===== src/rtl/spi_frame_pkg.sv =====
// Shared widths, FSM state encoding and sizing helpers for the SPI frame master/slave pair.
package spi_frame_pkg;

   localparam int IDX_W_DEF  = 4;
   localparam int DATA_W_DEF = 28;

   typedef logic [2:0] state_t;

   localparam state_t ST_IDLE  = 3'd0;
   localparam state_t ST_SETUP = 3'd1;
   localparam state_t ST_SHIFT = 3'd2;
   localparam state_t ST_HOLD  = 3'd3;
   localparam state_t ST_GAP   = 3'd4;

   function automatic int max2(input int a, input int b);
      return (a > b) ? a : b;
   endfunction

endpackage


===== src/rtl/spi_frame_fifo.sv =====
// Synchronous FIFO with registered full/empty flags; push and pop may coincide at any fill level.
module spi_frame_fifo #(
   parameter int DEPTH = 4,
   parameter int WIDTH = 32
) (
   input  logic             clk_i,
   input  logic             rst_n_i,
   input  logic             push_i,
   input  logic [WIDTH-1:0] wdata_i,
   input  logic             pop_i,
   output logic [WIDTH-1:0] rdata_o,
   output logic             full_o,
   output logic             empty_o
);

   localparam int AW = $clog2(DEPTH);
   localparam logic [AW:0] FULL_CNT = (AW+1)'(DEPTH);

   logic [WIDTH-1:0] mem_q [DEPTH];
   logic [AW-1:0]    wr_ptr_q, rd_ptr_q;
   logic [AW:0]      cnt_q, cnt_d;
   logic             full_q, empty_q;
   logic             do_push, do_pop;

   // A pop frees the slot that a simultaneous push into a full FIFO needs.
   assign do_pop  = pop_i & ~empty_q;
   assign do_push = push_i & (~full_q | do_pop);

   always_comb begin
      cnt_d = cnt_q;
      if (do_push && !do_pop)
         cnt_d = cnt_q + 1'b1;
      else if (!do_push && do_pop)
         cnt_d = cnt_q - 1'b1;
   end

   always_ff @(posedge clk_i) begin
      if (!rst_n_i) begin
         wr_ptr_q <= '0;
         rd_ptr_q <= '0;
         cnt_q    <= '0;
         full_q   <= 1'b0;
         empty_q  <= 1'b1;
      end else begin
         if (do_push)
            wr_ptr_q <= wr_ptr_q + 1'b1;
         if (do_pop)
            rd_ptr_q <= rd_ptr_q + 1'b1;
         cnt_q   <= cnt_d;
         full_q  <= (cnt_d == FULL_CNT);
         empty_q <= (cnt_d == '0);
      end
   end

   always_ff @(posedge clk_i) begin
      if (do_push)
         mem_q[wr_ptr_q] <= wdata_i;
   end

   assign rdata_o = mem_q[rd_ptr_q];
   assign full_o  = full_q;
   assign empty_o = empty_q;

endmodule


===== src/rtl/spi_frame_master.sv =====
// SPI mode-0 frame master: shifts {index,data} out, captures the response, routes it to status or RX FIFO.
// Optional feature macro: SPI_FRAME_MASTER_STATUS_EN (index-0 responses feed the status shadow).
module spi_frame_master
   import spi_frame_pkg::*;
#(
   parameter int DATA_W     = DATA_W_DEF,
   parameter int IDX_W      = IDX_W_DEF,
   parameter int CLK_DIV    = 2,
   parameter int CS_SETUP   = 2,
   parameter int CS_HOLD    = 2,
   parameter int CS_GAP     = 4,
   parameter int FIFO_DEPTH = 4
) (
   input  logic              clk_i,
   input  logic              rst_n_i,
   input  logic              tx_valid_i,
   output logic              tx_ready_o,
   input  logic [IDX_W-1:0]  tx_index_i,
   input  logic [DATA_W-1:0] tx_data_i,
   output logic              rx_valid_o,
   input  logic              rx_ready_i,
   output logic [IDX_W-1:0]  rx_index_o,
   output logic [DATA_W-1:0] rx_data_o,
   output logic [DATA_W-1:0] status_o,
   output logic              status_changed_o,
   output logic              rx_overflow_o,
   input  logic              ovf_clr_i,
   output logic              busy_o,
   output logic              spi_clk_o,
   output logic              spi_mosi_o,
   input  logic              spi_miso_i,
   output logic              spi_cs_o
);

   localparam int FRAME_W = IDX_W + DATA_W;
   localparam int TMAX    = max2(max2(CLK_DIV, CS_SETUP), max2(CS_HOLD, CS_GAP));
   localparam int TW      = $clog2(TMAX + 1);
   localparam int BW      = $clog2(FRAME_W);
   localparam logic [BW-1:0] LAST_BIT = BW'(FRAME_W - 1);

   state_t               state_q, state_d;
   logic [TW-1:0]        tmr_q, tmr_d;
   logic [BW-1:0]        bit_q, bit_d;
   logic [FRAME_W-1:0]   tx_sh_q, tx_sh_d;
   logic [FRAME_W-1:0]   rx_sh_q, rx_sh_d;
   logic                 sclk_q, sclk_d;
   logic                 cs_q, cs_d;
   logic                 dec_q, dec_d;
   logic                 tx_ready_q, busy_q, ovf_q;

   logic [IDX_W-1:0]     rx_idx;
   logic [DATA_W-1:0]    rx_dat;
   logic                 is_stat, push, drop;
   logic                 fifo_full, fifo_empty;
   logic [FRAME_W-1:0]   fifo_rdata;

   // One timer serves the CS setup/hold/gap waits and the SCLK half-period divider,
   // since those phases never overlap.
   always_comb begin
      state_d = state_q;
      tmr_d   = tmr_q;
      bit_d   = bit_q;
      tx_sh_d = tx_sh_q;
      rx_sh_d = rx_sh_q;
      sclk_d  = sclk_q;
      cs_d    = cs_q;
      dec_d   = 1'b0;
      case (state_q)
         ST_IDLE: begin
            if (tx_valid_i && tx_ready_q) begin
               tx_sh_d = {tx_index_i, tx_data_i};
               cs_d    = 1'b0;
               tmr_d   = TW'(CS_SETUP - 1);
               state_d = ST_SETUP;
            end
         end
         ST_SETUP: begin
            if (tmr_q == '0) begin
               tmr_d   = TW'(CLK_DIV - 1);
               bit_d   = '0;
               state_d = ST_SHIFT;
            end else begin
               tmr_d = tmr_q - 1'b1;
            end
         end
         ST_SHIFT: begin
            if (tmr_q != '0) begin
               tmr_d = tmr_q - 1'b1;
            end else begin
               tmr_d = TW'(CLK_DIV - 1);
               if (!sclk_q) begin
                  sclk_d  = 1'b1;
                  rx_sh_d = {rx_sh_q[FRAME_W-2:0], spi_miso_i};
               end else begin
                  sclk_d = 1'b0;
                  if (bit_q == LAST_BIT) begin
                     tmr_d   = TW'(CS_HOLD - 1);
                     dec_d   = 1'b1;
                     state_d = ST_HOLD;
                  end else begin
                     bit_d   = bit_q + 1'b1;
                     tx_sh_d = {tx_sh_q[FRAME_W-2:0], 1'b0};
                  end
               end
            end
         end
         ST_HOLD: begin
            if (tmr_q == '0) begin
               cs_d    = 1'b1;
               tmr_d   = TW'(CS_GAP - 1);
               state_d = ST_GAP;
            end else begin
               tmr_d = tmr_q - 1'b1;
            end
         end
         ST_GAP: begin
            if (tmr_q == '0)
               state_d = ST_IDLE;
            else
               tmr_d = tmr_q - 1'b1;
         end
         default: begin
            cs_d    = 1'b1;
            sclk_d  = 1'b0;
            state_d = ST_IDLE;
         end
      endcase
   end

   always_ff @(posedge clk_i) begin
      if (!rst_n_i) begin
         state_q    <= ST_IDLE;
         tmr_q      <= '0;
         bit_q      <= '0;
         tx_sh_q    <= '0;
         rx_sh_q    <= '0;
         sclk_q     <= 1'b0;
         cs_q       <= 1'b1;
         dec_q      <= 1'b0;
         tx_ready_q <= 1'b0;
         busy_q     <= 1'b0;
      end else begin
         state_q    <= state_d;
         tmr_q      <= tmr_d;
         bit_q      <= bit_d;
         tx_sh_q    <= tx_sh_d;
         rx_sh_q    <= rx_sh_d;
         sclk_q     <= sclk_d;
         cs_q       <= cs_d;
         dec_q      <= dec_d;
         tx_ready_q <= (state_d == ST_IDLE);
         busy_q     <= (state_d != ST_IDLE);
      end
   end

   // dec_q marks the first HOLD cycle, when rx_sh_q holds the complete response.
   assign rx_idx = rx_sh_q[FRAME_W-1 -: IDX_W];
   assign rx_dat = rx_sh_q[DATA_W-1:0];

`ifdef SPI_FRAME_MASTER_STATUS_EN
   assign is_stat = (rx_idx == '0);
`else
   assign is_stat = 1'b0;
`endif

   assign push = dec_q & ~is_stat;
   assign drop = push & fifo_full & ~rx_ready_i;

   spi_frame_fifo #(
      .DEPTH (FIFO_DEPTH),
      .WIDTH (FRAME_W)
   ) u_rx_fifo (
      .clk_i   (clk_i),
      .rst_n_i (rst_n_i),
      .push_i  (push),
      .wdata_i (rx_sh_q),
      .pop_i   (rx_ready_i),
      .rdata_o (fifo_rdata),
      .full_o  (fifo_full),
      .empty_o (fifo_empty)
   );

   always_ff @(posedge clk_i) begin
      if (!rst_n_i)
         ovf_q <= 1'b0;
      else if (drop)
         ovf_q <= 1'b1;
      else if (ovf_clr_i)
         ovf_q <= 1'b0;
   end

`ifdef SPI_FRAME_MASTER_STATUS_EN
   logic [DATA_W-1:0] status_q;
   logic              status_chg_q;

   always_ff @(posedge clk_i) begin
      if (!rst_n_i) begin
         status_q     <= '0;
         status_chg_q <= 1'b0;
      end else begin
         status_chg_q <= 1'b0;
         if (dec_q && is_stat) begin
            status_q     <= rx_dat;
            status_chg_q <= (rx_dat != status_q);
         end
      end
   end

   assign status_o         = status_q;
   assign status_changed_o = status_chg_q;
`else
   assign status_o         = '0;
   assign status_changed_o = 1'b0;
`endif

   assign tx_ready_o    = tx_ready_q;
   assign busy_o        = busy_q;
   assign spi_cs_o      = cs_q;
   assign spi_clk_o     = sclk_q;
   assign spi_mosi_o    = tx_sh_q[FRAME_W-1];
   assign rx_valid_o    = ~fifo_empty;
   assign rx_index_o    = fifo_rdata[FRAME_W-1 -: IDX_W];
   assign rx_data_o     = fifo_rdata[DATA_W-1:0];
   assign rx_overflow_o = ovf_q;

endmodule


===== config.mk =====
export PLATFORM = sky130hd
export DESIGN_NAME = spi_frame_master
export DESIGN_NICKNAME = d
export VERILOG_FILES = /design/src/rtl/spi_frame_pkg.sv /design/src/rtl/spi_frame_fifo.sv /design/src/rtl/spi_frame_master.sv
export SDC_FILE = /design/constraint.sdc
export NUM_CORES = 1
export LEC_CHECK = 0
export CAP_MARGIN = 20
export CORE_ASPECT_RATIO = 1.2
export CORE_MARGIN = 8
export CORE_UTILIZATION = 60
export DETAILED_ROUTE_END_ITERATION = 12
export DONT_BUFFER_PORTS = 1
export GPL_ROUTABILITY_DRIVEN = 0
export PLACE_DENSITY = 0.76
export RECOVER_POWER = 100
export SLEW_MARGIN = 20
export SYNTH_ARGS = -nofsm -noshare
export SYNTH_HDL_FRONTEND = slang
export SYNTH_SLANG_ARGS = --single-unit

===== constraint.sdc =====
create_clock -name clk_i -period 2.5 [get_ports clk_i]
set_clock_uncertainty 0.1 [all_clocks]
set_input_delay 0.375 -clock clk_i [delete_from_list [all_inputs] [get_ports clk_i]]
set_output_delay 0.375 -clock clk_i [all_outputs]
set_load 0.005 [all_outputs]

### Yosys cells after proc, flatten, opt, wreduce, memory -nomap -nowiden

Memories as Yosys holds them, arrays and structs flattened. A register that Yosys moved wholly into a read port is not among the register bits.
Cells that the tools add are included.

* memories: 1
* bits of input ports: 38
* logic and storage cells: 113
* output and inout port bits: 68
* latch bits: 0
* memory bits (writable): 128
* register bits: 90
* memory bits (read-only): 0

Memory list
* u_rx_fifo.mem_q: words 4, bits a word 32, read ports 1, clocked after Yosys merged registers in 1, write ports 1, line spi_frame_fifo.sv:19 `logic [WIDTH-1:0] mem_q [DEPTH];`

* muxes and demuxes: 39
* shift operators: 0
* equal/unequal tests: 13
* divide/modulo/power cells: 0
* order comparisons: 0
* reductions and logical operators: 24
* bitwise gates (word level): 14
* add/sub/neg operators: 6
* multipliers: 0

Operator list (count)
* 2-to-1 mux 32 bit: 4
* case mux 32 bit (2 select lines): 1
* 2-to-1 mux 3 bit: 14
* case mux 3 bit (5 select lines): 2
* 2-to-1 mux 5 bit: 4
* != test 2 bit, second input constant: 7
* logical NOT 3 bit: 4
* case mux 5 bit (2 select lines): 1
* AND reduction 5 bit: 2
* 2-to-1 mux 1 bit: 9
* NOT 1 bit: 9
* AND reduction 3 bit: 3
* OR reduction 4 bit: 2
* equality test 3 x 2 -> 1 bit, second input constant: 2
* equality test 3 bit, second input constant: 2
* nonzero test 2 bit: 3
* nonzero test 3 bit: 2
* subtractor 3 x 1 -> 3 bit, second input constant: 2
* adder 5 x 1 -> 5 bit, second input constant: 1
* equality test 5 bit, second input constant: 1
* nonzero test 5 bit: 1
* adder 2 x 1 -> 2 bit, second input constant: 2
* AND 1 bit: 4
* 2-to-1 mux 2 bit: 2
* 9 further kinds: 12

### Logic depth before layout (Yosys ltp)

Gate-level depths: netlist of run 1.

* depth in word-level cells: 9
* depth in mapped cells: 9
* mapped depth without buffers: 7

### By module

Synthesis of run 1 repeated with hierarchy kept, for this count alone.

* cell total of the unflattened synthesis: 601
* area total of the unflattened synthesis: 8704.6 µm²

Modules (own cells, without submodules)
* spi_frame_fifo: instances 1, cells an instance 221, seq. area each 4063.9 µm², area each 5186.2 µm²
* spi_frame_master: instances 1, cells an instance 380, seq. area each 1621.6 µm², area each 3518.4 µm²

### Least setup slack after synthesis of run 1

Ideal clock, no wire load.

* path kind: flip-flop to flip-flop
* start: register bit_q[0]
* end: register tx_sh_q[10]
* required time: 2262 ps
* clock period less this slack: 2212 ps
* arrival time: 1974 ps
* setup slack: 288 ps
* path buffers: 2
* cell stages (with the launch flop): 10
* library setup time: 138 ps
* cell sequence: dfxtp_1 ha_1 and3_1 ha_1 nand3b_1 o22ai_1 and2_0 clkbuf_1 buf_1 a211oi_1

* word-level cells in the longest chain between the ends: 3

Ends and longest elaborated chain
* start, declared: line spi_frame_master.sv:43 `logic [BW-1:0] bit_q, bit_d;`
* start signal, assigned: line spi_frame_master.sv:145 `bit_q <= bit_d;`
* equality test 5 bit: line spi_frame_master.sv:96 `if (bit_q == LAST_BIT) begin`
* != test 2 bit (no source line)
* AND reduction 5 bit (no source line)
* end signal, assigned: line spi_frame_master.sv:146 `tx_sh_q <= tx_sh_d;`
* end, declared: line spi_frame_master.sv:44 `logic [FRAME_W-1:0] tx_sh_q, tx_sh_d;`

No other way between the ends.
A chain may end at the register's enable or synchronous reset.

==> results of run 1 <==
[metrics by stage]
stage | setup WS [ns] | utilization (%) | instances
after floorplan | 0.288 | - | 684
after global placement | 0.409 | 62.6 | 805
after detailed placement | 0.300 | 62.6 | 805
after CTS | 0.0734 | 68.2 | 847
after global routing | 0.0109 | 67.8 | 847
final | 0.123 | 67.8 | 847
[cells by family (layout without fill, tap and decap cells)]
kind of cell | Yosys count | in the layout | share of synthesized area, %
AOI/OAI and AO/OA | 131 | 131 | 9.03
xor gates and xnor gates | 10 | 10 | 0.994
DFF | 220 | 220 | 64.5
other | 1 | 29 | 0.0426
buffers and inverters | 83 | 71 | 4.96
adders and majority gates | 11 | 11 | 1.53
and+or+nand+nor | 137 | 137 | 7.21
muxes | 63 | 63 | 11.7
[how the worst min path moves through the flow]
stage / start / to / slack [ns] / cells after the start
after floorplan: rx_sh_q[31] / u_rx_fifo.mem_q[0][31] / 0.36 / 0
after global placement: rst_n_i / spi_cs_o / 0.36 / 1
after detailed placement: rst_n_i / spi_cs_o / 0.37 / 1
after CTS: tx_data_i[12] / tx_sh_q[12] / 0.02 / 2
after global routing: tx_data_i[13] / tx_sh_q[13] / 0.02 / 2
final: tx_data_i[2] / tx_sh_q[2] / 0.03 / 2
[cells in the mapped netlist (2+ instances only)]
cell	n	area share [%]
ha_1	10	1.4
a31oi_1	2	0.14
and3_1	4	0.28
buf_1	5	0.21
edfxtp_1	128	44
nor2b_1	4	0.28
clkbuf_1	24	1.0
o21ai_0	8	0.45
nand2_1	75	3.2
xnor2_1	4	0.40
nand3b_1	4	0.34
buf_4	29	2.5
a211oi_1	31	2.6
o21a_1	4	0.34
or3_1	4	0.28
nor4_1	2	0.14
a21boi_0	2	0.17
mux4_2	32	8.2
inv_1	11	0.47
nand3_1	2	0.11
xor2_1	6	0.60
dfxtp_1	92	21
a221oi_1	2	0.20
nor3_1	6	0.34
nand2b_1	6	0.43
o211ai_1	2	0.17
mux2i_1	31	3.5
a21oi_1	70	4.0
a22oi_1	2	0.17
buf_2	13	0.74
and2_1	5	0.36
nor2_1	18	0.77
a311oi_1	4	0.40
[registers in the layout, indices dropped and copies added, names as in the netlist, named ones only]
signal	cells
tx_sh_q	32
spi_clk_o	1
u_rx_fifo.cnt_q	3
bit_q	5
rx_overflow_o	1
u_rx_fifo.full_o	1
u_rx_fifo.empty_o	1
busy_o	1
dec_q	1
u_rx_fifo.rd_ptr_q	2
tmr_q	3
state_q	3
tx_ready_o	1
spi_cs_o	1
u_rx_fifo.mem_q	128
rx_sh_q	32
u_rx_fifo.wr_ptr_q	2
[what timing repair did]
item	CTS	global route
hold buffers	5	0
buffers inserted	0	0
hold endpoints to repair	14	0
[critical path: stages, from the launching register on]
cell and delay, ns:
dfxtp_2 0.61, buf_12 0.24, mux4_2 0.57
[power groups by stage]
stage	Clock (mW)	Sequential, mW	Combinational [mW]
global route	3.53	4.06	1.12
floorplan	0	4.06	0.861
global placement	0	4.11	0.987
detailed placement	0	4.12	1.02
CTS	3.38	4.04	1.03
finish	3.31	4.04	1.02
[final cells by class]
| cell class | instances | area [sq um] | area share (%) |
|---|---|---|---|
| sequential | 220 | 5690 | 58.5 |
| multi-input combinational | 381 | 2800 | 28.8 |
| clock buffer | 30 | 652 | 6.70 |
| timing repair buffer | 22 | 220 | 2.26 |
| tap | 175 | 219 | 2.25 |
| clock inverter | 7 | 101 | 1.04 |
| inverter | 12 | 45.0 | 0.463 |
[layout by cell type, fill, tap and decap left out, types with 17 or more instances in the layout]
| cell type | synthesis | final |
|---|---|---|
| dfxtp_1 | 92 | 91 |
| conb_1 | 1 | 29 |
| edfxtp_1 | 128 | 128 |
| clkbuf_16 | 0 | 22 |
| a211oi_1 | 31 | 31 |
| a21oi_1 | 70 | 70 |
| nor2_1 | 18 | 17 |
| mux2i_1 | 31 | 31 |
| mux4_2 | 32 | 32 |
| nand2_1 | 75 | 75 |
[layer usage]
metal	track usage, %	vias up	share of wire (%)
li1	-	2375	-
met1	19.6	2483	40
met2	30.9	115	53
met3	3.68	22	5.1
met4	6.03	0	1.9
met5	0	-	0
==> results list, run 1 <==
* Data required time of the worst path: 2.03 ns
- In this run switching power makes up 23.1% of total power.
- In this run, the clock network consumes 39.6% of the power.
- Termination of the worst setup path: rx_index_o[2]
* Worst hold margin: 0.0349 ns
- Setup slack on the worst reg-to-reg path comes out at 0.17 ns.
- Maximum clock frequency: between 0.4 and 0.5 GHz
* Placed Area: 8990 sq um
* H-tree depth reported by CTS: 1
- Gate Count Post-Synth: about 660
* Setup TNS: 0 ns
- Slew at the pin closest to its max-slew limit: between 0.9 and 1 ns
* Number of antenna diodes: 0
- The number of slew-limit violations in the final report came to 0.
- The finished cells cover 9730 sq um.
* Internal cell power: 6.44 mW
* Max_slew headroom: 37.6%
* Detailed placement HPWL: 9.78 mm
* Share of power burned in combinational logic: 12.1%
- Worst r2r src: u_rx_fifo.empty_o
- Gates resized during post-CTS repair numbered 0.
- Reg power frac: between 40% and 50%
- Across the VDD grid, the largest voltage drop is 0.566 mV.
* Total clock buffers created by CTS: 21
* Clock Tree Root: clkbuf_16
- Net switching component of the power: a little under 2 mW
- Measured in cells, the most critical reg-to-reg path has a length of 4.
- STA classifies the critical path endpoint as an output pin.
- Number of max-cap violations: 0
- Post-CTS clock slew at the launch and capture registers of the worst setup and hold paths: 0.07 ns
- In this run the static leakage power is around 3.5 nW.
* Core footprint: 14400 sq um
- Number of vias per cell: 5.90
- Along the worst path, the maximum fanout reaches 15.
- The initial utilization of the core area, before any placement, comes to 61.4%.
- R2R Path End: u_rx_fifo.mem_q[0][17]
* Warning count from the yosys run: 0
- The die covers ~19000 sq um.
* Total standard cell area after synthesis: about 8800 sq um
* Fillers: 974
- Initial antenna violation count: 0
* Kind of critical path: reg -> out
- Via count of the routed design: 4995
- The first global-routing pass estimated 26.3 mm of wire.
- After synthesis the netlist holds a flip-flop and latch count of between 200 and 250.
* Largest net degree at the start of global routing: 41
- Final antenna-violating net count: 0
* Row count: 48
* Most used DFF post-synth: edfxtp_1
* Library cells used by synthesis: between 40 and 50
- The die is 127 um wide.
- Kind of start point of the critical path: flip-flop
- Height of the chip: 149 um
* Min-delay worst type: in -> reg
- Unrepaired setup endpoints after global routing: no
- Of the cells placed in the final design, the portion with a size suffix greater than 1 is 13.7%.
- Power after layout: 8.37 mW
* DRC violation total after the first TritonRoute iteration: 319
- The clock net in this run drives a total of 220 sinks.
- For this run, the register share of the synthesized area comes to 64.5%.
- Power density of the placed cells: roughly 860 nW/um^2
* Number of optimization iterations in the first detailed-route pass: 5
- In this run, synthesis inferred 128 flip-flops with an integrated enable.
- STA puts the critical path data arrival time at 1.90 ns.
- Longest Clk Path Bufs: 3
* Congestion Overflow GR: 0
- Detailed Route WL: about 16 mm
- The final count of hold timing violations was 0.
* Layout overhead on the synthesized area: 10.4%
* GRT Total Usage: 17.1%
* Total setup violations reported at the end of the flow: 0
- Worst skew pair latency: 0.48 ns
- Final period demand of the worst path: between 2 and 2.5 ns
- Pin placement for this block handled 106 I/O pins.
- The worst path uses between 90 and 100% of the clock period.
- Average routed wire per standard cell: 19.0 um
* Post-detailed-route DRC marker count: 0
* Syn Area/Cell: 13.4 sq um
- The run finished with clean final reports.
- Number of global-route vias before repair: 5195
* Final Net Count: 706
- CTS tree: built
* Fraction of registers with async set or reset after synthesis: 0%
- Port Buffer Count: 0
No activity file was read; power rests on OpenSTA's default activity.
==> run 2: changes to the inputs <==
CORE_UTILIZATION = 63   (was 60)
PLACE_DENSITY = 0.79   (was 0.76)
==> run 2 against run 1 <==
Fmax grew 3.8%. Hold slack gained 0.0047 ns. First-iteration DRC count shrank 1.9%. Register-to-register slack gained 0.05 ns. Critical endpoint is now rx_index_o[0]. Highest routed layer unchanged.
==> results list, run 2 (synthesized netlist as in run 1, its figures left out) <==
* Most flops, register: u_rx_fifo.mem_q (unchanged)
* Final Net Count: 708 (was 706)
- Worst r2r src: bit_q[0] (was u_rx_fifo.empty_o)
* Result of the run: finished, final reports clean (unchanged)
* Number of cells upsized or downsized after cts: 0 (unchanged)
- GRT Total Usage: 18.3% (was 17.1%)
- The most common cell after layout, fill and taps aside was edfxtp_1 (unchanged).
- The number of global-route vias before repair came to 5222 (was 5195).
* Maximum net fanout on the critical path: 32 (was 15)
* Total setup violations reported at the end of the flow: 0 (unchanged)
- Maximum VDD drop: 0.734 mV (was 0.566 mV)
* Number of max-cap violations: 0 (unchanged)
* CTS tree: built (unchanged)
* Port Buffer Count: 0 (unchanged)
- The per-cell routed wire length was 19.8 um (was 19.0 um).
- The number of CTS-inserted buffers was 21 (unchanged).
* Post-detailed-route DRC marker count: 0 (unchanged)
* Via count of the routed design: 5066 (was 4995)
* Slew at the pin closest to its max-slew limit: 0.530 ns (was 0.935 ns)
- The fraction of the core area covered by cells at the end of the flow came to 69.9% (was 67.8%).
* Longest Clk Path Bufs: 3 (unchanged)
- Maximum clock frequency: 0.436 GHz (was 0.421 GHz)
* Number of antenna diodes: 0 (unchanged)
- Data required time of the worst path: 2.03 ns (about the same)
- Leakage power of the design: 3.40 nW (was 3.46 nW)
- Power density of the placed cells: 829 nW/um^2 (was 861 nW/um^2)
- Starting Density: 64.0% (was 61.4%)
- The horizontal die dimension was 124 um (was 127 um).
- Kind of critical path: reg -> out (unchanged)
- The total wirelength of the detailed-routed design was 16.7 mm (was 16.1 mm).
- The path category of the worst min-delay check was in -> reg (unchanged).
- Commonest cells after routing, fill and taps aside: edfxtp_1, dfxtp_1, nand2_1 (unchanged).
- CP arrival: 1.82 ns (was 1.90 ns)
* Post-CTS clock slew at the launch and capture registers of the worst setup and hold paths: 0.06 ns (was 0.07 ns)
* Setup fix buffers added after clock tree synthesis: 0 (unchanged)
* Wire length of the first global-routing pass: 26.5 mm (was 26.3 mm)
- The number of placed I/O pins was 106 (unchanged).
- Detailed placement HPWL: 10.4 mm (was 9.78 mm)
* DRC violation total after the first TritonRoute iteration: 313 (was 319)
* Final worst path period share: 91.6% (was 95.1%)
* Congestion Overflow GR: 0 (unchanged)
* Min-Delay Startpoint: tx_data_i[11] (was tx_data_i[2])
* Max_slew headroom: 64.6% (was 37.6%)
* Number of clock sinks: 220 (unchanged)
- The floorplan die height was 146 um (was 149 um).
- H-tree depth reported by CTS: 1 (unchanged)
- Worst hold margin: 0.0396 ns (was 0.0349 ns)
- Max-slew violations: 0 (unchanged)
* Critical path endpoint category: output pin (unchanged)
- The number of antenna violations at the first check in global routing was 0 (unchanged).
* Power after layout: 7.97 mW (was 8.37 mW)
- The final-layout setup total negative slack came to 0 ns (unchanged).
* Final antenna-violating net count: 0 (unchanged)
- The fraction of final layout cells with drive strength greater than 1 is 12.5% (was 13.7%).
* Number of vias per cell: 6.00 (was 5.90)
- The maximum number of pins on one net before global-route repair is 39 (was 41).
- The flip-flop count of the largest register, all copies and words added is 128 (unchanged).
- Worst skew pair latency: 0.48 ns (about the same)
* Core footprint: 13800 sq um (was 14400 sq um)
- Final period demand of the worst path: 2.29 ns (was 2.38 ns)
- The final count of hold timing violations came to 0 (unchanged).
* Kind of start point of the critical path: flip-flop (unchanged)
- Layout overhead on the synthesized area: 9.12% (was 10.4%)
* Area of the die: 18000 sq um (was 18800 sq um)
- Hold_buf cts: 5 (unchanged)
- Unrepaired setup endpoints after global routing: no (unchanged).
- The number of iterations in the first detailed-routing pass was 5 (unchanged).
- The number of rows in the core area was 47 (was 48).
- Regs by FF count: u_rx_fifo.mem_q x128, rx_sh_q x32, tx_sh_q x32 (unchanged)
* Clock Tree Root: clkbuf_16 (unchanged)
## run 2: where the power goes
| part | internal (mW) | total, mW | leakage (nW) | switching (mW) |
|---|---|---|---|---|
| Clock | 1.69 | 2.94 | 0.314 | 1.25 |
| Sequential | 3.91 | 4.01 | 1.93 | 0.0905 |
| Combinational | 0.453 | 1.02 | 1.16 | 0.569 |
| Total | 6.05 | 7.97 | 3.40 | 1.91 |
## run 2: worst max-delay path, cell delays in order, from the launching register on
cell and delay [ns]:
dfxtp_1 0.32, buf_6 0.40, mux4_2 0.62
## run 2: per-layer routing
metal / vias up / global-route usage, % / share of wire [%] / wire, um
met4: 0 / 4.41 / 1.0 / 175
met2: 142 / 32.8 / 54 / 8940
met1: 2530 / 21.3 / 39 / 6460
met5: - / 0 / 0 / 0
met3: 13 / 4.11 / 6.6 / 1110
li1: 2381 / - / - / -
## run 2: path summary, 6_finish.rpt
| kind | end | slack [ns] | cells past startpoint |
|---|---|---|---|
| worst max-delay path | rx_index_o[0] | 0.21 | 2 |
| worst min-delay path | tx_sh_q[11] | 0.04 | 2 |
| worst max register to register | tx_sh_q[18] | 0.22 | 8 |
| worst min register to register | rx_overflow_o | 0.39 | 2 |
## run 2: area by class of cell
cell class	instances	area [sq um]
Sequential cell	220	5690
Fill cell	931	4150
Multi-Input combinational cell	381	2800
Clock buffer	27	558
Timing Repair Buffer	24	226
Tap cell	171	214
Clock inverter	9	82.6
Inverter	12	45.0
## run 2: metrics by stage
step,cell area (sq um),instances,worst slack [ns]
2_1_floorplan,8920,684,0.288
3_3_place_gp,8970,803,0.397
3_5_place_dp,8970,803,0.303
4_1_cts,9660,844,0.270
5_1_grt,9610,844,0.0704
6_report,9610,844,0.209
==> run 3: changes to the inputs <==
SETUP_SLACK_MARGIN = 0.05   (was not set)
==> results of run 3 <==
Same layout as run 2: the final DEF is identical, and so are final timing and power.
